===== src/rtl/mmio_uart_tx.sv =====
// Memory-mapped UART transmitter: register window, TX FIFO, 8N1 serialiser.
// Define MMIO_UART_PARITY_EN for 8E1 framing (adds an even-parity bit).
`timescale 1ns/1ps
module mmio_uart_tx #(
  parameter logic [31:0] BASE_ADDR  = 32'h1000_0000,
  parameter int unsigned CLK_DIV    = 868,
  parameter int unsigned FIFO_DEPTH = 8
) (
  input  logic        clk,
  input  logic        reset,
  input  logic [3:0]  MemWrite_EN,
  input  logic [31:0] MemAddr,
  input  logic [31:0] WriteData,
  output logic [31:0] ReadData,
  output logic        Sel,
  output logic        tx
);

  localparam int AW = $clog2(FIFO_DEPTH);
  localparam int CW = AW + 1;

  localparam logic [2:0] S_IDLE  = 3'd0;
  localparam logic [2:0] S_START = 3'd1;
  localparam logic [2:0] S_DATA  = 3'd2;
  localparam logic [2:0] S_STOP  = 3'd3;
`ifdef MMIO_UART_PARITY_EN
  localparam logic [2:0] S_PAR   = 3'd4;
  logic        par;
`endif

  logic [7:0]    mem [FIFO_DEPTH];
  logic [AW-1:0] wr_ptr;
  logic [AW-1:0] rd_ptr;
  logic [CW-1:0] count;
  logic          ovf;
  logic [15:0]   div;
  logic [2:0]    state;
  logic [2:0]    bit_cnt;
  logic [15:0]   baud_cnt;
  logic [7:0]    shift;
  logic [7:0]    head;

  logic [1:0]  reg_sel;
  logic        wr_data;
  logic        wr_stat;
  logic        wr_div;
  logic        full;
  logic        empty;
  logic        baud_zero;
  logic        push;
  logic        pop;
  logic [15:0] reload;
  logic [31:0] status;
  logic        unused_bits;

  assign unused_bits = ^{WriteData[31:16], MemAddr[1:0]};

  assign reg_sel   = MemAddr[3:2];
  assign Sel       = (MemAddr[31:4] == BASE_ADDR[31:4]);
  assign wr_data   = Sel & MemWrite_EN[0] & (reg_sel == 2'd0);
  assign wr_stat   = Sel & MemWrite_EN[0] & (reg_sel == 2'd1);
  assign wr_div    = Sel & (reg_sel == 2'd2);
  assign full      = (count == CW'(FIFO_DEPTH));
  assign empty     = (count == '0);
  assign baud_zero = (baud_cnt == 16'd0);
  assign head      = mem[rd_ptr];
  assign reload    = (div == 16'd0) ? 16'd0 : div - 16'd1;

  // Fullness uses the pre-edge count, so a push racing a pop while full drops.
  assign push = wr_data & ~full;
  assign pop  = ~empty & ((state == S_IDLE) |
                          ((state == S_STOP) & baud_zero));

  always_comb begin
    status      = '0;
    status[0]   = full;
    status[1]   = empty;
    status[2]   = (state != S_IDLE);
    status[3]   = ovf;
    status[8:4] = 5'(count);
`ifdef MMIO_UART_PARITY_EN
    status[9]   = 1'b1;
`endif
  end

  always_comb begin
    ReadData = '0;
    if (Sel) begin
      case (reg_sel)
        2'd1:    ReadData = status;
        2'd2:    ReadData = {16'h0, div};
        default: ReadData = '0;
      endcase
    end
  end

  always_ff @(posedge clk) begin
    if (push) mem[wr_ptr] <= WriteData[7:0];
  end

  always_ff @(posedge clk or posedge reset) begin
    if (reset) begin
      wr_ptr <= '0;
      rd_ptr <= '0;
      count  <= '0;
      ovf    <= 1'b0;
      div    <= 16'(CLK_DIV);
    end else begin
      if (push) wr_ptr <= wr_ptr + AW'(1);
      if (pop)  rd_ptr <= rd_ptr + AW'(1);
      if (push & ~pop)      count <= count + CW'(1);
      else if (~push & pop) count <= count - CW'(1);
      if (wr_data & full)
        ovf <= 1'b1;
      else if (wr_stat & WriteData[3])
        ovf <= 1'b0;
      if (wr_div & MemWrite_EN[0]) div[7:0]  <= WriteData[7:0];
      if (wr_div & MemWrite_EN[1]) div[15:8] <= WriteData[15:8];
    end
  end

  always_ff @(posedge clk or posedge reset) begin
    if (reset) begin
      state    <= S_IDLE;
      tx       <= 1'b1;
      bit_cnt  <= 3'd0;
      baud_cnt <= 16'd0;
      shift    <= 8'd0;
`ifdef MMIO_UART_PARITY_EN
      par      <= 1'b0;
`endif
    end else begin
      // New divisor values are only picked up here, at a bit boundary.
      if (state != S_IDLE)
        baud_cnt <= baud_zero ? reload : baud_cnt - 16'd1;
      unique case (state)
        S_IDLE: begin
          if (pop) begin
            state    <= S_START;
            tx       <= 1'b0;
            shift    <= head;
            baud_cnt <= reload;
`ifdef MMIO_UART_PARITY_EN
            par      <= ^head;
`endif
          end
        end
        S_START: begin
          if (baud_zero) begin
            state   <= S_DATA;
            tx      <= shift[0];
            bit_cnt <= 3'd0;
          end
        end
        S_DATA: begin
          if (baud_zero) begin
            if (bit_cnt == 3'd7) begin
`ifdef MMIO_UART_PARITY_EN
              state <= S_PAR;
              tx    <= par;
`else
              state <= S_STOP;
              tx    <= 1'b1;
`endif
            end else begin
              bit_cnt <= bit_cnt + 3'd1;
              tx      <= shift[1];
              shift   <= {1'b0, shift[7:1]};
            end
          end
        end
`ifdef MMIO_UART_PARITY_EN
        S_PAR: begin
          if (baud_zero) begin
            state <= S_STOP;
            tx    <= 1'b1;
          end
        end
`endif
        S_STOP: begin
          if (baud_zero) begin
            if (pop) begin
              state <= S_START;
              tx    <= 1'b0;
              shift <= head;
`ifdef MMIO_UART_PARITY_EN
              par   <= ^head;
`endif
            end else begin
              state <= S_IDLE;
            end
          end
        end
        default: begin
          state <= S_IDLE;
          tx    <= 1'b1;
        end
      endcase
    end
  end

endmodule


===== config.mk =====
export PLATFORM = sky130hd
export DESIGN_NAME = mmio_uart_tx
export DESIGN_NICKNAME = d
export VERILOG_FILES = /design/src/rtl/mmio_uart_tx.sv
export SDC_FILE = /design/constraint.sdc
export NUM_CORES = 1
export LEC_CHECK = 0
export CAP_MARGIN = 30
export CORE_UTILIZATION = 55
export DETAILED_ROUTE_END_ITERATION = 16
export PLACE_DENSITY_LB_ADDON = 0.2
export SYNTH_ARGS = -nofsm -noshare
export SYNTH_HDL_FRONTEND = slang
export SYNTH_SLANG_ARGS = --single-unit
export TNS_END_PERCENT = 10

===== constraint.sdc =====
create_clock -name clk -period 7.1 [get_ports clk]
set_input_delay 1.42 -clock clk [delete_from_list [all_inputs] [get_ports clk]]
set_output_delay 1.42 -clock clk [all_outputs]
set_load 0.01 [all_outputs]

After elaboration in Yosys (flattened, before gate mapping)
Memories as Yosys holds them, arrays and structs flattened.
Cells that the tools add are included.
W data, S select, Z words.
{"block": "word_totals", "regBits": 58, "latch_bits": 0, "ram_bits": 64, "romBits": 0, "inputBits": 70, "output_inout_bits": 34, "wordCells": 100, "memories": 1}
{"name": "mem", "words": 8, "width": 8, "rd": 1, "rd_ports_with_merged_regs": 0, "write_ports": 1, "line_no": "31", "text": "logic [7:0] mem [FIFO_DEPTH];"}
{"block": "op_classes", "add_sub_neg": 7, "multipliers": 0, "div": 0, "n_lt_le_gt_ge": 0, "n_eq_ne": 14, "shift": 0, "muxes": 35, "bitwise_logic": 18, "reduce_logical": 14}
{"cell": "$mux W16", "count": 6}
{"cell": "$logic_not A16 Y1", "count": 2}
{"cell": "$mux W8", "count": 4}
{"cell": "$pmux W16 S2", "count": 1}
{"cell": "$sub A16 B1 Y16 const B", "count": 2}
{"cell": "$eq A28 B25 Y1 const B", "count": 1}
{"cell": "$mux W3", "count": 8}
{"cell": "$pmux W8 S3", "count": 1}
{"cell": "$and A1 B1 Y1", "count": 13}
{"cell": "$ne A2 B2 Y1 const B", "count": 6}
{"cell": "$pmux W3 S4", "count": 1}
{"cell": "$mux W1", "count": 10}
{"cell": "$add A3 B1 Y3 const B", "count": 3}
{"cell": "$mux W4", "count": 2}
{"cell": "$reduce_and A4 Y1", "count": 2}
{"cell": "$eq A3 B2 Y1 const B", "count": 2}
{"cell": "$pmux W3 S2", "count": 1}
{"cell": "$reduce_bool A2 Y1", "count": 3}
{"cell": "$reduce_bool A3 Y1", "count": 2}
{"cell": "$reduce_and A5 Y1", "count": 1}
{"cell": "$add A4 B1 Y4 const B", "count": 1}
{"cell": "$eq A4 B4 Y1 const B", "count": 1}
{"cell": "$logic_not A4 Y1", "count": 1}
{"cell": "$not A1 Y1", "count": 4}
{"cell": "10 further kinds", "count": 10}

Depth between registers and ports, before layout
Gate-level depths: netlist (run 1).
{"block": "depth", "ltp_word": 8, "depth_mapped": 16, "depth_no_buf": 15}

Least setup slack after synthesis (run 1)
OpenSTA, ideal clock, no wires.
{"block": "synth_path", "path_kind": "input port to output port", "from": "input port MemAddr[31]", "to": "output port ReadData[0]", "arrival_ns": 2.689, "t_required_ns": 5.680, "setup_slack_ns": 2.991, "stages": 5, "path_buffers": 0, "cell_sequence": "nor4b_1 > nand4_2 > nor2_1 > nand2_1 > nor2_1"}
{"block": "synth_between", "elab_chain_cells": 2}
{"item": "start: declaration", "line_no": "12", "text": "input logic [31:0] MemAddr,"}
{"item": "$eq A28 B25 Y1", "line_no": "59", "text": "assign Sel = (MemAddr[31:4] == BASE_ADDR[31:4]);"}
{"item": "net Sel", "line_no": "15", "text": "output logic Sel,"}
{"item": "$mux W16", "line_no": "88", "text": "if (Sel) begin"}
{"item": "end: declaration", "line_no": "14", "text": "output logic [31:0] ReadData,"}
The timed path passes the listed nets, and every way through them passes these cells.

Worst setup path after layout (run 1)
{"block": "layout_path", "from": "input port MemAddr[31]", "to": "output port ReadData[15]"}
{"block": "layout_between", "elab_chain_cells": 2}
{"item": "$eq A28 B25 Y1", "line_no": "59"}
{"item": "$mux W16", "line_no": "88"}
Every way passes these cells.

==> run_results.csv, run 1 <==
group,metric,value,unit
cts,post_cts_resized,0,
layout,ff_latch_area,3360,um^2
layout,fin_nets,686,
status,status,"finished clean",
sta,worst_pin_slew,0.914,ns
synthesis,yosysTopAreaCellShare,30.3,%
worst_setup_path,cpPeakStageDelay,0.55,ns
routing,vias_per_cell,5.92,
cts,clockBufferDepth,2,
layout,antenna_cells,0,
cts,numClockSinks,121,
min_path,hold_path_class,"reg -> reg",
floorplan,dieWidth,109,um
cts,postCtsSetupRepairBufs,0,
synthesis,ys_types,67,
synthesis,synthArstFlopShare,47.1,%
synthesis,synth_edf_count,64,
sta,period_share,72.4,%
cts,clock_latency,0.42,ns
sta,slew_violations,0,
synthesis,syn_inst,526,
layout,nFillCells,737,
routing,first_pass_iters,5,
sta,slew_headroom,38.8,%
sta,fin_tns_setup,0,ns
floorplan,die_y,109,um
layout,syn_to_final_growth,21.6,%
synthesis,yosysWarnings,0,
synthesis,synth_seq_cells,121,
worst_setup_path,cp_max_fo,9,
worst_setup_path,critPathMostFrequentCell,"clkdlybuf4s50_1",
synthesis,synth_area,6350,um^2
worst_setup_path,crit_required,5.68,ns
sta,rsz0062_at_grt,"no",
synthesis,yosys.area.top_type,"edfxtp_1",
grt,antenna_found_initial,0,
worst_setup_path,start_kind,"input port",
run,drv_cap,0,
synthesis,avgSynthCellArea,12.1,um^2
sta,timing.clock.skew,0.00838,ns
floorplan,initial_core_util,57.5,%
grt,grt_usage,24.6,%
synthesis,synth_area_leaders,"edfxtp_1 30%, dfrtp_1 20%, mux4_2 5.7%",
grt,grt_pass1_wl,21800,um
cts,numCtsBuffers,17,
placed_design,port_buffers,67,
worst_setup_path,cp_slowest_cell,"clkdlybuf4s50_1",
cts,path_clk_slew,0.06,ns
grt,grt_pass1_vias,4410,
routing,dr_total_vias,4439,
floorplan,coreArea,11000,um^2
sta,setup_violations,0,
layout,drive_gt1_share,12.1,%
worst_setup_path,crit_chain,"clkdlybuf4s50_1 -> nor4b_1 -> nand4_2 -> nor3_2 -> and2_1 -> clkdlybuf4s50_1",
cts,hold_buffers,0,
cts,h-tree-depth,4,
grt,grt_max_degree,58,
placed_design,dp_hpwl,9240,um
synthesis,synth_flop_cell,"edfxtp_1",
power_and_ir_drop,p_per_area,256,nW/um^2
sta,timing.final.crit_period,5.14,ns
routing,routedWlPerCell,17.8,um
routing,drc,0,
floorplan,pin_count,104,
worst_setup_path,crit_path_end_kind,"output port",
floorplan,dieArea,12000,um^2
grt,grt_overflow,0,
worst_setup_path,cp.arrival,3.72,ns
routing,drt_iter0_drc,356,
layout,multi_input_area,2770,um^2
routing,postRouteAntennaNets,0,
power_and_ir_drop,vdd.ir_drop.worst,0.193,mV
worst_setup_path,path_class,"in -> out",
layout,final_core_util,69.9,%
synthesis,synth-seq-area-share,52.9,%
power_and_ir_drop,leakagePower,3.03,nW
routing,wl,13400,um
cts,root_buffer,"clkbuf_16",
sta,hold_viol,0,
floorplan,row_count,38,
sta,fmax,0.194,GHz
placed_design,routabilityCongestion,0.829,
cts,cts_tree,"done",
[final timing paths]
kind / slack, ns / start / endpoint / cells after the start
max in group asynchronous: 5.07 / reset / div[10]$_DFFE_PP0P_ / 3
setup reg to reg: 3.18 / baud_cnt[0]$_DFF_PP0_ / count[3]$_DFFE_PP0P_ / 15
min in group asynchronous: 1.52 / reset / bit_cnt[0]$_DFFE_PP0P_ / 3
hold / removal: 0.49 / shift[4]$_DFFE_PP0P_ / shift[4]$_DFFE_PP0P_ / 1
hold reg to reg: 0.49 / shift[4]$_DFFE_PP0P_ / shift[4]$_DFFE_PP0P_ / 1
setup / recovery: 1.96 / MemAddr[31] / ReadData[15] / 6
[routing by layer]
metal / up-vias / global-route usage [%] / share of wire, %
met5: - / 0 / 0
met4: 0 / 8.29 / 0.98
met3: 17 / 6.22 / 6.0
met2: 148 / 39.4 / 50
met1: 2187 / 32.8 / 43
li1: 2087 / - / -
[placed cells by master, fill, tap and decap left out, types with 10 or more instances in the layout]
master,synthesis,routed
dfrtp_1,51,51
edfxtp_1,64,64
o21ai_0,18,18
xor2_1,12,12
a21oi_1,15,15
mux2_1,24,24
conb_1,1,16
clkdlybuf4s50_1,0,67
ha_1,18,18
inv_1,16,15
mux4_2,16,16
nor3_1,10,10
xnor2_1,12,12
nand2_1,48,48
nor4_1,11,11
clkbuf_16,0,17
nor2_1,40,40
[kinds of logic after synthesis]
group / Yosys count / share of synthesized area (%)
compound gates: 95 / 9.98
flops: 121 / 52.9
fa+ha+maj: 19 / 3.86
xor+xnor: 24 / 3.31
other cells: 1 / 0.0591
mux: 49 / 11.4
simple gates: 165 / 14.2
buf+inv: 52 / 4.32
[flip-flops by register name, summed over array words and instances, names as in the netlist]
| name | count |
|---|---|
| mem | 64 |
| baud_cnt | 16 |
| div | 16 |
| shift | 8 |
| count | 4 |
| bit_cnt | 3 |
| rd_ptr | 3 |
| wr_ptr | 3 |
| state | 2 |
| ovf | 1 |
| tx | 1 |
[power breakdown]
| part | leakage, nW | internal [W] | total [W] | switching, W |
|---|---|---|---|---|
| Combinational | 1.43 | 0.000157 | 0.000259 | 0.000103 |
| Clock | 0.306 | 0.000561 | 0.000895 | 0.000333 |
| Sequential | 1.29 | 0.000768 | 0.000824 | 0.0000557 |
| Total | 3.03 | 0.00149 | 0.00198 | 0.000492 |
[worst max-delay path, delay by kind of cell]
family	cells	cell delay (ns)
buffers and inverters	2	0.95
and+or+nand+nor	4	1.33
[cells in the mapped netlist (5+ instances only)]
| master | instances |
|---|---|
| inv_1 | 16 |
| mux2_1 | 24 |
| nand3_1 | 6 |
| buf_2 | 6 |
| nand2b_1 | 6 |
| dfstp_2 | 6 |
| nand2_1 | 48 |
| a21o_1 | 5 |
| xor2_1 | 12 |
| nor3_1 | 10 |
| and2_1 | 9 |
| o21ai_1 | 7 |
| clkbuf_1 | 11 |
| nor4_1 | 11 |
| mux4_2 | 16 |
| o22ai_1 | 5 |
| a211oi_1 | 6 |
| buf_4 | 17 |
| o21ai_0 | 18 |
| edfxtp_1 | 64 |
| ha_1 | 18 |
| a31oi_1 | 5 |
| mux2i_1 | 8 |
| xnor2_1 | 12 |
| dfrtp_1 | 51 |
| nor2_1 | 40 |
| a22oi_1 | 9 |
| a21oi_1 | 15 |
[cell type report]
type                       instances  share of cell area (%)
sequential                       121                    43.5
multi-input combinational        368                    35.9
timing repair buffer              73                    9.54
clock buffer                      17                    5.51
clock inverter                    15                    2.47
tap                              140                    2.27
inverter                          16                   0.778
[metrics by stage]
step	instance area, um^2	hold slack, ns	instances	setup WS (ns)	power, W
final	7710	0.494	750	1.96	0.00198
after global routing	7710	0.509	750	1.82	0.00205
after CTS	7710	0.494	750	1.91	0.00199
after detailed placement	7100	0.476	718	1.91	0.00110
after global placement	7070	0.468	717	1.99	0.00107
after floorplan	6400	0.458	541	2.99	0.00101
No activity file was read; power rests on OpenSTA's default activity.
==> run 2: changes to the inputs <==
CORE_UTILIZATION = 49   (was 55)
clock period = 4.5 ns   (was 7.1 ns; I/O delays follow)
==> run_results.csv, run 2 (synthesized netlist as in run 1, its figures left out) <==
group,metric,value,unit
status,status,"finished clean",
cts,root_buffer,"clkbuf_16",
power_and_ir_drop,vdd.ir_drop.worst,0.294,mV
sta,slew_violations,0,
worst_setup_path,crit_path_end_kind,"output port",
worst_setup_path,cp_max_fo,9,
power_and_ir_drop,switchingPower,0.000809,W
cts,cts_tree,"done",
power_and_ir_drop,power_frac_clock,43.6,%
placed_design,dp_hpwl,9540,um
placed_design,routabilityCongestion,0.807,
sta,rsz0062_at_grt,"no",
layout,fin_nets,695,
cts,hold_buffers,0,
layout,stdcell_count,791,
power_and_ir_drop,combPwrFrac,13.8,%
grt,use_met3,6.28,%
grt,grt_pass1_vias,4399,
min_path,hold_path_class,"reg -> reg",
sta,setup_violations,0,
routing,dr_total_vias,4446,
floorplan,dieArea,13400,um^2
grt,grt_pass1_wl,22400,um
grt,grt_usage,22.6,%
sta,worst_slack,0.411,ns
floorplan,pin_count,104,
layout,top_regs,"mem: 64 flops, baud_cnt: 16 flops, div: 16 flops",
power_and_ir_drop,power.internal,0.00224,W
grt,met1_usage,29.7,%
routing,vias_per_cell,5.62,
placed_design,port_buffers,67,
layout,drive_gt1_share,13.6,%
placed_design,place_inst,758,
grt,grt_max_degree,45,
routing,routedWlPerCell,17.4,um
floorplan,row_count,41,
layout,largest_reg_flops,64,
cts,clock_latency,0.43,ns
routing,drc,0,
worst_setup_path,path_class,"in -> out",
floorplan,initial_core_util,50.3,%
power_and_ir_drop,p_per_area,391,nW/um^2
power_and_ir_drop,switching_share,26.5,%
cts,postCtsSetupRepairBufs,0,
cts,numClockSinks,121,
routing,first_pass_iters,5,
cts,h-tree-depth,4,
layout,multi_input_area,2770,um^2
sta,timing.clock.skew,0.0101,ns
run,drv_cap,0,
routing,wl,13800,um
layout,final_common_cell,"clkdlybuf4s50_1",
worst_setup_path,start_kind,"input port",
floorplan,dieWidth,116,um
worst_setup_path,crit_required,3.60,ns
layout,nFillCells,1026,
routing,drt_iter0_drc,329,
floorplan,coreArea,12600,um^2
placed_design,dpl_worst_slack,0.381,ns
sta,slew_headroom,40.0,%
sta,hold_viol,0,
sta,fin_tns_setup,0,ns
layout,ff_latch_area,3360,um^2
cts,path_clk_slew,0.06,ns
grt,busiest_layer,"met2",
routing,postRouteAntennaNets,0,
worst_setup_path,cp.arrival,3.19,ns
grt,antenna_found_initial,0,
cts,clockBufferDepth,2,
layout,final_cell_mix,"67 x clkdlybuf4s50_1, 64 x edfxtp_1, 51 x dfrtp_1",
sta,period_share,90.9,%
sta,timing.final.crit_period,4.09,ns
floorplan,die_y,116,um
cts,post_cts_resized,0,
sta,worst_pin_slew,0.899,ns
grt,grt_overflow,0,
power_and_ir_drop,seqPwrFrac,42.6,%
layout,syn_to_final_growth,22.8,%
power_and_ir_drop,leakagePower,3.06,nW
layout,regMostFlops,"mem",
cts,numCtsBuffers,17,
layout,antenna_cells,0,
sta,fmax,0.245,GHz
grt,met2_usage,36.9,%
[run 2: changes by cell type in the layout (fill, tap and decap cells not counted)]
cell,before,now
buf_4,5,13
clkinvlp_4,0,1
bufinv_16,3,1
clkinv_1,1,0
inv_6,4,8
clkinv_4,2,1
buf_12,0,1
inv_8,3,2
[run 2: layer usage]
| layer | wire [um] | share of wire (%) |
|---|---|---|
| met1 | 6060 | 44 |
| met4 | 135 | 0.98 |
| met3 | 691 | 5.0 |
| met2 | 6880 | 50 |
| met5 | 0 | 0 |
[run 2: layout make-up]
type	instances	share of cell area, %
Tap cell	172	2.76
Sequential cell	121	43.1
Timing Repair Buffer	82	10.5
Multi-Input combinational cell	368	35.6
Clock buffer	17	5.46
Clock inverter	15	1.91
Inverter	16	0.771
[run 2: worst max-delay path, stage by stage]
cell and delay (ns):
clkdlybuf4s50_1 0.40, nor4_1 0.36, nand4_2 0.30, nor3_2 0.48, and2_1 0.20, clkdlybuf4s50_1 0.54
[run 2: path summary, 6_finish.rpt]
check | from | cells after the start | slack (ns) | end
setup / recovery | MemAddr[6] | 6 | 0.41 | ReadData[15]
hold / removal | shift[6]$_DFFE_PP0P_ | 1 | 0.49 | shift[6]$_DFFE_PP0P_
setup reg to reg | baud_cnt[0]$_DFF_PP0_ | 15 | 1.21 | count[3]$_DFFE_PP0P_
hold reg to reg | shift[6]$_DFFE_PP0P_ | 1 | 0.49 | shift[6]$_DFFE_PP0P_
max in group asynchronous | reset | 4 | 3.08 | div[5]$_DFFE_PP1P_
min in group asynchronous | reset | 2 | 0.65 | bit_cnt[1]$_DFFE_PP0P_
[run 2: power by group through the flow]
stage          clock network, W  registers [W]  logic, W
2_1_floorplan                 0        0.00126  0.000324
3_3_place_gp                  0        0.00134  0.000353
3_5_place_dp                  0        0.00132  0.000422
4_1_cts                 0.00134        0.00130  0.000426
5_1_grt                 0.00139        0.00131  0.000467
6_report                0.00133        0.00130  0.000421
[run 2: stage by stage]
| stage | utilization, % | instance area, um^2 | hold WS [ns] | total power [W] |
|---|---|---|---|---|
| 6_report | 61.8 | 7790 | 0.491 | 0.00305 |
| 2_1_floorplan | - | 6400 | 0.458 | 0.00159 |
| 4_1_cts | 61.6 | 7770 | 0.494 | 0.00307 |
| 3_3_place_gp | 56.8 | 7170 | 0.468 | 0.00169 |
| 3_5_place_dp | 57.0 | 7200 | 0.480 | 0.00174 |
| 5_1_grt | 61.8 | 7790 | 0.512 | 0.00317 |
